==> src/rtl/ysyx_22051013_lsu_pkg.sv <==
// Shared constants, size codes and FSM encoding for the load/store unit.
package ysyx_22051013_lsu_pkg;

   localparam int LSU_XLEN   = 64;
   localparam int LSU_STRB_W = LSU_XLEN / 8;

   typedef enum logic [1:0] {
      MEM_B = 2'd0,
      MEM_H = 2'd1,
      MEM_W = 2'd2,
      MEM_D = 2'd3
   } mem_size_e;

   typedef enum logic [1:0] {
      ST_IDLE = 2'd0,
      ST_REQ  = 2'd1,
      ST_WAIT = 2'd2,
      ST_DONE = 2'd3
   } lsu_state_e;

   // Natural alignment: an access of 2^size bytes must start on a 2^size boundary.
   function automatic logic misaligned(input mem_size_e size, input logic [2:0] off);
      logic mis;
      case (size)
         MEM_B:   mis = 1'b0;
         MEM_H:   mis = off[0];
         MEM_W:   mis = |off[1:0];
         default: mis = |off;
      endcase
      return mis;
   endfunction

endpackage

==> src/rtl/ysyx_22051013_lsu_if.sv <==
// Data-memory valid/ready bus between the LSU (master) and memory (slave).
interface ysyx_22051013_lsu_if;
   import ysyx_22051013_lsu_pkg::*;

   logic                  req_valid;
   logic                  req_ready;
   logic                  req_wen;
   logic [LSU_XLEN-1:0]   req_addr;
   logic [LSU_XLEN-1:0]   req_wdata;
   logic [LSU_STRB_W-1:0] req_wstrb;
   logic                  resp_valid;
   logic [LSU_XLEN-1:0]   resp_rdata;

   modport master (
      output req_valid, req_wen, req_addr, req_wdata, req_wstrb,
      input  req_ready, resp_valid, resp_rdata
   );

   modport slave (
      input  req_valid, req_wen, req_addr, req_wdata, req_wstrb,
      output req_ready, resp_valid, resp_rdata
   );

endinterface

==> src/rtl/ysyx_22051013_lsu_align.sv <==
// Byte-lane alignment: store shift and strobes, load shift and sign/zero extension.
module ysyx_22051013_lsu_align
   import ysyx_22051013_lsu_pkg::*;
(
   input  logic [2:0]            off,
   input  mem_size_e             size,
   input  logic                  zext,
   input  logic [LSU_XLEN-1:0]   store_data,
   input  logic [LSU_XLEN-1:0]   rdata,
   output logic [LSU_XLEN-1:0]   wdata,
   output logic [LSU_STRB_W-1:0] wstrb,
   output logic [LSU_XLEN-1:0]   load_data
);

   function automatic logic [LSU_XLEN-1:0] extend(input logic [LSU_XLEN-1:0] v,
                                                  input mem_size_e sz,
                                                  input logic zx);
      logic signed [LSU_XLEN-1:0] r;
      case (sz)
         MEM_B:   r = zx ? {56'b0, v[7:0]}  : {{56{v[7]}},  v[7:0]};
         MEM_H:   r = zx ? {48'b0, v[15:0]} : {{48{v[15]}}, v[15:0]};
         MEM_W:   r = zx ? {32'b0, v[31:0]} : {{32{v[31]}}, v[31:0]};
         default: r = v;
      endcase
      return r;
   endfunction

   logic [5:0]                bit_off;
   logic [LSU_STRB_W-1:0]     base_strb;
   logic [LSU_XLEN-1:0]       rdata_sh;

   assign bit_off = {off, 3'b000};

   always_comb begin
      base_strb = 8'h00;
      case (size)
         MEM_B:   base_strb = 8'h01;
         MEM_H:   base_strb = 8'h03;
         MEM_W:   base_strb = 8'h0F;
         default: base_strb = 8'hFF;
      endcase
   end

   assign wdata     = store_data << bit_off;
   assign wstrb     = base_strb << off;
   assign rdata_sh  = rdata >> bit_off;
   assign load_data = extend(rdata_sh, size, zext);

endmodule

==> src/rtl/ysyx_22051013_lsu.sv <==
// Load/store stage: one memory transaction per record, single writeback record out.
module ysyx_22051013_lsu
   import ysyx_22051013_lsu_pkg::*;
#(
   parameter int XLEN   = 64,
   parameter int STRB_W = 8
) (
   input  logic                     clk,
   input  logic                     rst,
   input  logic                     in_valid,
   output logic                     in_ready,
   input  logic                     in_mem_ren,
   input  logic                     in_mem_wen,
   input  logic [1:0]               in_mem_size,
   input  logic                     in_mem_unsigned,
   input  logic [XLEN-1:0]          in_exu_res,
   input  logic [XLEN-1:0]          in_store_data,
   input  logic [4:0]               in_rd,
   input  logic                     in_rd_wen,
   ysyx_22051013_lsu_if.master      mem,
   output logic                     out_valid,
   input  logic                     out_ready,
   output logic [XLEN-1:0]          out_data,
   output logic [4:0]               out_rd,
   output logic                     out_rd_wen,
   output logic                     out_misalign
);

   lsu_state_e          state, state_nxt;
   logic                ren_q, wen_q, zext_q, rd_wen_q, mis_q;
   mem_size_e           size_q;
   logic [XLEN-1:0]     addr_q, sdata_q, data_q;
   logic [4:0]          rd_q;
   logic                in_is_mem, in_mis, accept, req_vld, capture;
   logic [XLEN-1:0]     al_wdata, al_load;
   logic [STRB_W-1:0]   al_wstrb;

   assign in_is_mem = in_mem_ren | in_mem_wen;
   assign in_mis    = in_is_mem & misaligned(mem_size_e'(in_mem_size), in_exu_res[2:0]);
   assign accept    = in_ready & in_valid;
   // A response can coincide with the request handshake on a zero-latency bus.
   assign capture   = mem.resp_valid & ((state == ST_WAIT) | (req_vld & mem.req_ready));

   always_ff @(posedge clk or negedge rst) begin
      if (!rst) state <= ST_IDLE;
      else      state <= state_nxt;
   end

   always_comb begin
      state_nxt = state;
      in_ready  = 1'b0;
      req_vld   = 1'b0;
      out_valid = 1'b0;
      case (state)
         ST_IDLE: begin
            in_ready = 1'b1;
            if (in_valid) state_nxt = (in_is_mem && !in_mis) ? ST_REQ : ST_DONE;
         end
         ST_REQ: begin
            req_vld = 1'b1;
            if (mem.req_ready) state_nxt = mem.resp_valid ? ST_DONE : ST_WAIT;
         end
         ST_WAIT: begin
            if (mem.resp_valid) state_nxt = ST_DONE;
         end
         ST_DONE: begin
            out_valid = 1'b1;
            if (out_ready) state_nxt = ST_IDLE;
         end
         default: state_nxt = ST_IDLE;
      endcase
   end

   // Record fields need no reset: every output is gated by the FSM state.
   always_ff @(posedge clk) begin
      if (accept) begin
         ren_q    <= in_mem_ren;
         wen_q    <= in_mem_wen;
         size_q   <= mem_size_e'(in_mem_size);
         zext_q   <= in_mem_unsigned;
         addr_q   <= in_exu_res;
         sdata_q  <= in_store_data;
         rd_q     <= in_rd;
         rd_wen_q <= in_rd_wen;
         mis_q    <= in_mis;
         data_q   <= in_is_mem ? '0 : in_exu_res;
      end else if (capture && ren_q) begin
         data_q   <= al_load;
      end
   end

   ysyx_22051013_lsu_align u_align (
      .off        (addr_q[2:0]),
      .size       (size_q),
      .zext       (zext_q),
      .store_data (sdata_q),
      .rdata      (mem.resp_rdata),
      .wdata      (al_wdata),
      .wstrb      (al_wstrb),
      .load_data  (al_load)
   );

   assign mem.req_valid = req_vld;
   assign mem.req_wen   = req_vld & wen_q;
   assign mem.req_addr  = req_vld ? {addr_q[XLEN-1:3], 3'b000} : '0;
   assign mem.req_wdata = (req_vld & wen_q) ? al_wdata : '0;
   assign mem.req_wstrb = (req_vld & wen_q) ? al_wstrb : '0;

   assign out_data     = out_valid ? data_q : '0;
   assign out_rd       = out_valid ? rd_q : 5'd0;
   assign out_rd_wen   = out_valid & rd_wen_q & ~wen_q & ~mis_q;
   assign out_misalign = out_valid & mis_q;

endmodule

==> src/flat_wrapper.sv <==
// flat-port wrapper written by rule: the top's interface ports become plain ports
module ysyx_22051013_lsu_flat import ysyx_22051013_lsu_pkg::*;
#(
   parameter int XLEN   = 64,
   parameter int STRB_W = 8
)
  (clk, rst, in_valid, in_ready, in_mem_ren, in_mem_wen, in_mem_size, in_mem_unsigned, in_exu_res, in_store_data, in_rd, in_rd_wen, out_valid, out_ready, out_data, out_rd, out_rd_wen, out_misalign, mem_req_valid, mem_req_wen, mem_req_addr, mem_req_wdata, mem_req_wstrb, mem_req_ready, mem_resp_valid, mem_resp_rdata);
  ysyx_22051013_lsu_if mem_i ();
  input  logic clk;
  input  logic rst;
  input  logic in_valid;
  output logic in_ready;
  input  logic in_mem_ren;
  input  logic in_mem_wen;
  input  logic [1:0] in_mem_size;
  input  logic in_mem_unsigned;
  input  logic [XLEN-1:0] in_exu_res;
  input  logic [XLEN-1:0] in_store_data;
  input  logic [4:0] in_rd;
  input  logic in_rd_wen;
  output logic out_valid;
  input  logic out_ready;
  output logic [XLEN-1:0] out_data;
  output logic [4:0] out_rd;
  output logic out_rd_wen;
  output logic out_misalign;
  output wire logic [$bits(mem_i.req_valid)-1:0] mem_req_valid;
  output wire logic [$bits(mem_i.req_wen)-1:0] mem_req_wen;
  output wire logic [$bits(mem_i.req_addr)-1:0] mem_req_addr;
  output wire logic [$bits(mem_i.req_wdata)-1:0] mem_req_wdata;
  output wire logic [$bits(mem_i.req_wstrb)-1:0] mem_req_wstrb;
  input wire logic [$bits(mem_i.req_ready)-1:0] mem_req_ready;
  input wire logic [$bits(mem_i.resp_valid)-1:0] mem_resp_valid;
  input wire logic [$bits(mem_i.resp_rdata)-1:0] mem_resp_rdata;
  assign mem_req_valid = mem_i.req_valid;
  assign mem_req_wen = mem_i.req_wen;
  assign mem_req_addr = mem_i.req_addr;
  assign mem_req_wdata = mem_i.req_wdata;
  assign mem_req_wstrb = mem_i.req_wstrb;
  assign mem_i.req_ready = mem_req_ready;
  assign mem_i.resp_valid = mem_resp_valid;
  assign mem_i.resp_rdata = mem_resp_rdata;
  ysyx_22051013_lsu #(.XLEN(XLEN), .STRB_W(STRB_W)) u_core (.clk(clk), .rst(rst), .in_valid(in_valid), .in_ready(in_ready), .in_mem_ren(in_mem_ren), .in_mem_wen(in_mem_wen), .in_mem_size(in_mem_size), .in_mem_unsigned(in_mem_unsigned), .in_exu_res(in_exu_res), .in_store_data(in_store_data), .in_rd(in_rd), .in_rd_wen(in_rd_wen), .mem(mem_i), .out_valid(out_valid), .out_ready(out_ready), .out_data(out_data), .out_rd(out_rd), .out_rd_wen(out_rd_wen), .out_misalign(out_misalign));
endmodule
==> config.mk <==
export PLATFORM = sky130hd
export DESIGN_NAME = ysyx_22051013_lsu_flat
export DESIGN_NICKNAME = d
export VERILOG_FILES = /design/src/rtl/ysyx_22051013_lsu_pkg.sv /design/src/rtl/ysyx_22051013_lsu_if.sv /design/src/rtl/ysyx_22051013_lsu_align.sv /design/src/rtl/ysyx_22051013_lsu.sv /design/src/flat_wrapper.sv
export SDC_FILE = /design/constraint.sdc
export NUM_CORES = 1
export LEC_CHECK = 0
export ABC_AREA = 1
export CAP_MARGIN = 10
export CORE_MARGIN = 8
export CORE_UTILIZATION = 50
export CTS_CLUSTER_DIAMETER = 150
export DETAILED_ROUTE_END_ITERATION = 6
export GPL_ROUTABILITY_DRIVEN = 1
export PLACE_DENSITY = 0.87
export SLEW_MARGIN = 20
export SYNTH_ARGS = -nofsm -noshare
export SYNTH_HDL_FRONTEND = slang
export SYNTH_SLANG_ARGS = --single-unit
==> constraint.sdc <==
create_clock -name clk -period 14.3 [get_ports clk]
set_input_delay 2.86 -clock clk [delete_from_list [all_inputs] [get_ports clk]]
set_output_delay 2.86 -clock clk [all_outputs]
set_load 0.02 [all_outputs]
-- Word-level counts from Yosys, hierarchy flattened
Cells that the tools add are included.
- output and inout bits: 211
- register bits after elaboration: 206
- bitwise operators: 13
- multiplexer cells: 24
- shift-type cells: 3
- reductions and logical operators: 10
- eq/ne operators: 11
- operator list (kind ; number):
    2-to-1 mux 64 bit ; 9
    one-hot mux 64 bit (3 select lines) ; 1
    left shift 64 x 6 -> 64 bit ; 1
    right shift 64 x 6 -> 64 bit ; 1
    one-hot mux 8 bit (3 select lines) ; 1
    2-to-1 mux 2 bit ; 5
    AND 1 bit ; 9
    equality test 2 bit (second input constant) ; 4
    2-to-1 mux 8 bit ; 1
    inequality test 2 bit (second input constant) ; 4
    one-hot mux 2 bit (4 select lines) ; 1
    left shift 8 x 3 -> 8 bit ; 1
    equality test 2 x 1 -> 1 bit (second input constant) ; 3
    logical NOT 2 bit ; 3
    2-to-1 mux 5 bit ; 1
    2-to-1 mux 1 bit ; 4
    AND reduction 4 bit ; 1
    one-hot mux 1 bit (3 select lines) ; 1
    OR reduction 3 bit ; 1
    logical AND 1 bit ; 2
    inverter 1 bit ; 2
    bitwise OR 1 bit ; 2
    nonzero test 2 bit ; 1
    OR reduction 2 bit ; 1
    logical NOT 1 bit ; 1

-- Logic depth before layout (Yosys ltp)
- depth in word-level cells: 8
- gate-level depth with buffers: 12
- mapped depth without buffers: 11

-- Cells and area by module
From an unflattened synthesis, not the netlist that was laid out.
- cell total of the unflattened synthesis: 1727
- area total of the unflattened synthesis: 12974.9 sq um
- by module, submodules not included (module ; cells an instance ; area each (sq um) ; seq. area each (sq um) ; instances):
    ysyx_22051013_lsu ; 899 ; 9013.6 ; 6175.9 ; 1
    ysyx_22051013_lsu_align ; 828 ; 3961.3 ; 0.0 ; 1

-- Worst setup path after synthesis
No wires, ideal clock.
- path type: input to register
- from: in mem_req_ready
- to: reg u_core.data_q[0], enable pin
- path slack: 6.293 ns
- buffers on the path: 0
- setup time: 0.575 ns
- arrival time: 7.432 ns
- stages on the path: 2
- path through: a21oi_1 o21ai_0
- longest elaborated chain between the ends: 5
- ends and longest elaborated chain (item ; RTL line ; RTL):
    start, declared ; flat_wrapper.sv:32 ; input wire logic [$bits(mem_i.req_ready)-1:0] mem_req_ready;
    AND 1 bit ; ysyx_22051013_lsu.sv:42 ; assign capture = mem.resp_valid & ((state == ST_WAIT) | (req_vld & mem.req_ready));
    bitwise OR 1 bit ; ysyx_22051013_lsu.sv:42 ;
    AND 1 bit ; ysyx_22051013_lsu.sv:42 ;
    logical AND 1 bit ; ysyx_22051013_lsu.sv:87 ; end else if (capture && ren_q) begin
    nonzero test 2 bit (no source line) ; n/a ;
    end signal, assigned ; ysyx_22051013_lsu.sv:86 ; data_q <= in_is_mem ? '0 : in_exu_res;
    end signal, assigned ; ysyx_22051013_lsu.sv:88 ; data_q <= al_load;
    end, declared ; ysyx_22051013_lsu.sv:32 ; logic [XLEN-1:0] addr_q, sdata_q, data_q;
No other way between the ends.
A chain may end at the register's enable or synchronous reset.

-- Worst setup path in the final report
- from: reg u_core.addr_q[1]
- to: out mem_req_wdata[53]
- longest elaborated chain between the ends: 2
- ends and longest elaborated chain (item ; RTL line ; RTL):
    start, declared ; ysyx_22051013_lsu.sv:32 ;
    start signal, assigned ; ysyx_22051013_lsu.sv:81 ; addr_q <= in_exu_res;
    left shift 64 x 6 -> 64 bit ; ysyx_22051013_lsu_align.sv:44 ; assign wdata = store_data << bit_off;
    2-to-1 mux 64 bit ; ysyx_22051013_lsu.sv:106 ; assign mem.req_wdata = (req_vld & wen_q) ? al_wdata : '0;
    end, declared ; flat_wrapper.sv:30 ; output wire logic [$bits(mem_i.req_wdata)-1:0] mem_req_wdata;
No other way between the ends.

==> key figures <==
Drt
  – DRT iter0 DRCs: 1339
  – Post-DR wirelength/cell: 23.0 um
  – Vias: 12262
  – Routed WL: 50600 um
  – Pre-antenna DRT Iters: 7
  – Mean number of vias per cell: 5.58
  – Residual DRC count: 1
  – Antenna viol nets, final: 0

Worst setup path
  – Cell family with most CP delay: buffers and inverters
  – CP max FO: 82
  – Critical Path Max Stage Delay: 0.74 ns
  – Worst EP required: 11.44 ns
  – Crit path cell chain: buf_4 > inv_4 > buf_4 > a22oi_1 > o21ai_0 > clkdlybuf4s50_1
  – R2R cell count: 10
  – Reg-to-reg endpoint: u_core.data_q[52]
  – Most frequent CP cell: buf_4
  – CP max stage cell: buf_4
  – Worst Path Buf+Inv: 4
  – Worst reg2reg setup slack: 10.29 ns
  – CP Launch Type: flip-flop
  – Reg-to-Reg Start: u_core.addr_q[1]
  – WP data arrival: 3.70 ns
  – Kind of critical path: flip-flop to primary output
  – CP Capture Type: primary output

Timing
  – Clock skew: 0.0361 ns
  – Post-route clock period utilization: 45.9%
  – Max_slew headroom: 27.0%
  – Min cycle time layout: 6.56 ns
  – Setup Viol. Count Final: 0
  – Hold Vio Cnt, Final: 0
  – Worst Max-Slew Pin Slew: 1.10 ns
  – RSZ-0062 raised after global routing: false
  – Setup TNS: 0 ns
  – FMAX: 152 MHz
  – Slew Viols, Final: 0

Clock tree
  – Post-cts sizing count: 0
  – Htree depth: 1
  – TritonCTS Buffers: 23
  – Clk buf depth: 3
  – Post CTS Setup Buffer Count: 0
  – Clock transition at path regs: 0.06 ns
  – Post-CTS Hold Fix Bufs: 0
  – Clk root buf: clkbuf_16
  – Clk sinks: 206
  – CTS tree: yes
  – Clk_lat worst skew: 0.53 ns

Yosys
  – Syn Std Cell Area: 0.0120 mm^2
  – Post-Synth Simple-Gate Area: 23.0%
  – Ranking of synthesized cells by area: edfxtp_1 (51%), nand2_1 (14%), inv_1 (5.7%)
  – Yosys top cell by area: edfxtp_1
  – Number of synthesized register bits: 206
  – Yosys cell types: 34
  – Synth Area in Adders: 0.417%
  – Post-synthesis mux area share: 1.58%
  – Syn Inst Count: 1511
  – Post-Syn Area per Cell: 7.95 um^2
  – Combinational family with the most area after synthesis: simple AND/OR/NAND/NOR gates
  – Post-synth EDFFs: 204
  – Compound-cell area share of the yosys netlist: 13.1%
  – Ys async rst share: 0.971%
  – Sequential-to-total area share from yosys stat: 51.4%
  – Ys flop type: edfxtp_1
  – Yosys warning total: 0
  – Xor/xnor share of the synthesized area: 0%
  – Share of the synthesized area in the top cell type: 51.0%

Global routing
  – Overflow after GRT: 0
  – First-pass GRT wire length: 73700 um
  – Initial antenna violation count: 14
  – Largest net degree at the start of global routing: 104
  – Global-route usage over all layers: 33.1%
  – Vias in the first global route: 12249

Outcome
  – Status: finished with violations
  – Violated checks: design-rule violations

Worst hold path
  – Worst hold stages: 2
  – Min-delay src: u_core.state[1]
  – Hold endpoint: u_core.state[1]
  – Class of the worst hold path: flip-flop to flip-flop

Layout
  – Fin area: 0.0169 mm^2
  – Synth-to-Final Area Change: 40.9%
  – Layout Nets: 2072
  – Share of layout cells above drive strength 1: 3.79%
  – Final core occ: 71.9%

Placement
  – Dpl hpwl: 37600 um
  – Area of placed instances: 0.0162 mm^2
  – GPL Wtd Cong: 0.997
  – Buffers on Ports: 416

Pwr
  – Maximum vdd drop: 0.000106 V
  – Pwr/cell area: 166 mW/mm^2
  – P_leak: 0.00738 uW

Die
  – Die width: 171 um
  – Full die area: 0.0292 mm^2
  – Initial core utilization: 51.0%
  – Die boundary height: 171 um
  – Row Count: 56
  – Core Region: 0.0235 mm^2
  – Ports: 420

Job
  – Max-cap viol count: 0
## through the flow
stage	instances	worst slack, ns	total power (uW)	hold WS (ns)
final	2199	7.74	2810	0.664
after global routing	2199	7.56	2930	0.717
after CTS	2192	7.70	2800	0.665
after detailed placement	2153	8.00	2210	0.655
after global placement	2153	8.12	2180	0.623
after floorplan	1513	6.29	1680	0.589
## cell type report
class / instances / area [um^2]
Clock inverter: 15 / 139
Multi-Input combinational cell: 1011 / 4630
Sequential cell: 206 / 6180
Antenna cell: 7 / 17.5
Tap cell: 319 / 399
Inverter: 188 / 713
Fill cell: 1783 / 6620
Timing Repair Buffer: 429 / 4260
Clock buffer: 24 / 579
## sequential cells by signal, indices dropped and copies added, names as in the netlist
register and count:
u_core.addr_q 64, u_core.mis_q 1, u_core.ren_q 1, u_core.state 2
u_core.wen_q 1, u_core.rd_q 5, u_core.rd_wen_q 1, u_core.size_q 2
u_core.zext_q 1, u_core.data_q 64, u_core.sdata_q 64
## report_power, final
| group | switching (uW) | internal, uW |
|---|---|---|
| combinational | 832 | 459 |
| clock | 253 | 331 |
| sequential | 58.7 | 876 |
## synthesized netlist by cell type (10+ instances only)
| master | number |
|---|---|
| a21oi_1 | 97 |
| a31oi_1 | 10 |
| buf_2 | 28 |
| buf_4 | 10 |
| clkbuf_1 | 56 |
| edfxtp_1 | 204 |
| inv_1 | 184 |
| mux2i_1 | 19 |
| nand2_1 | 460 |
| nand3_1 | 97 |
| nor2_1 | 130 |
| o211ai_1 | 13 |
| o21ai_0 | 128 |
## routing by layer
metal | part of all wire [%] | up-vias | track usage (%)
li1 | - | 5651 | -
met1 | 35 | 5678 | 36.5
met2 | 50 | 789 | 58.2
met3 | 11 | 130 | 9.52
met4 | 4.2 | 14 | 15.6
met5 | 0.18 | - | 0
## layout by cell type (no fill, tap or decap), types with 4 or more instances in the layout
| cell | n |
|---|---|
| a31oi_1 | 10 |
| a22oi_1 | 9 |
| clkinv_2 | 6 |
| o31ai_1 | 8 |
| mux2i_1 | 19 |
| inv_1 | 183 |
| o22ai_1 | 9 |
| a21oi_1 | 97 |
| clkdlybuf4s50_1 | 416 |
| nor2_2 | 4 |
| buf_4 | 13 |
| nor2_1 | 127 |
| clkbuf_16 | 23 |
| edfxtp_1 | 204 |
| o211ai_1 | 13 |
| nand2_1 | 459 |
| o21ai_1 | 6 |
| o21ai_0 | 127 |
| nand3_1 | 97 |
| diode_2 | 7 |
| a21oi_2 | 5 |
## kinds of logic after synthesis
logic type,count (synthesis)
DFF,206
buffers and inverters,296
other,1
and+or+nand+nor,696
adders and majority gates,4
AOI/OAI and AO/OA,289
muxes,19
## tightest hold or removal path, stage by stage (launching register included)
cell,delay [ns]
dfrtp_1,0.37
inv_1,0.10
o21ai_0,0.15
## worst max path at each step
stage / cells after the start / endpoint / from
floorplan: 2 / u_core.data_q[0] / mem_req_ready
global placement: 7 / u_core.data_q[2] / in_valid
detailed placement: 6 / u_core.data_q[4] / in_valid
CTS: 6 / mem_req_wdata[53] / u_core.addr_q[1]
global route: 6 / mem_req_wdata[53] / u_core.addr_q[1]
finish: 6 / mem_req_wdata[53] / u_core.addr_q[1]
(Power assumes the default switching activity.)
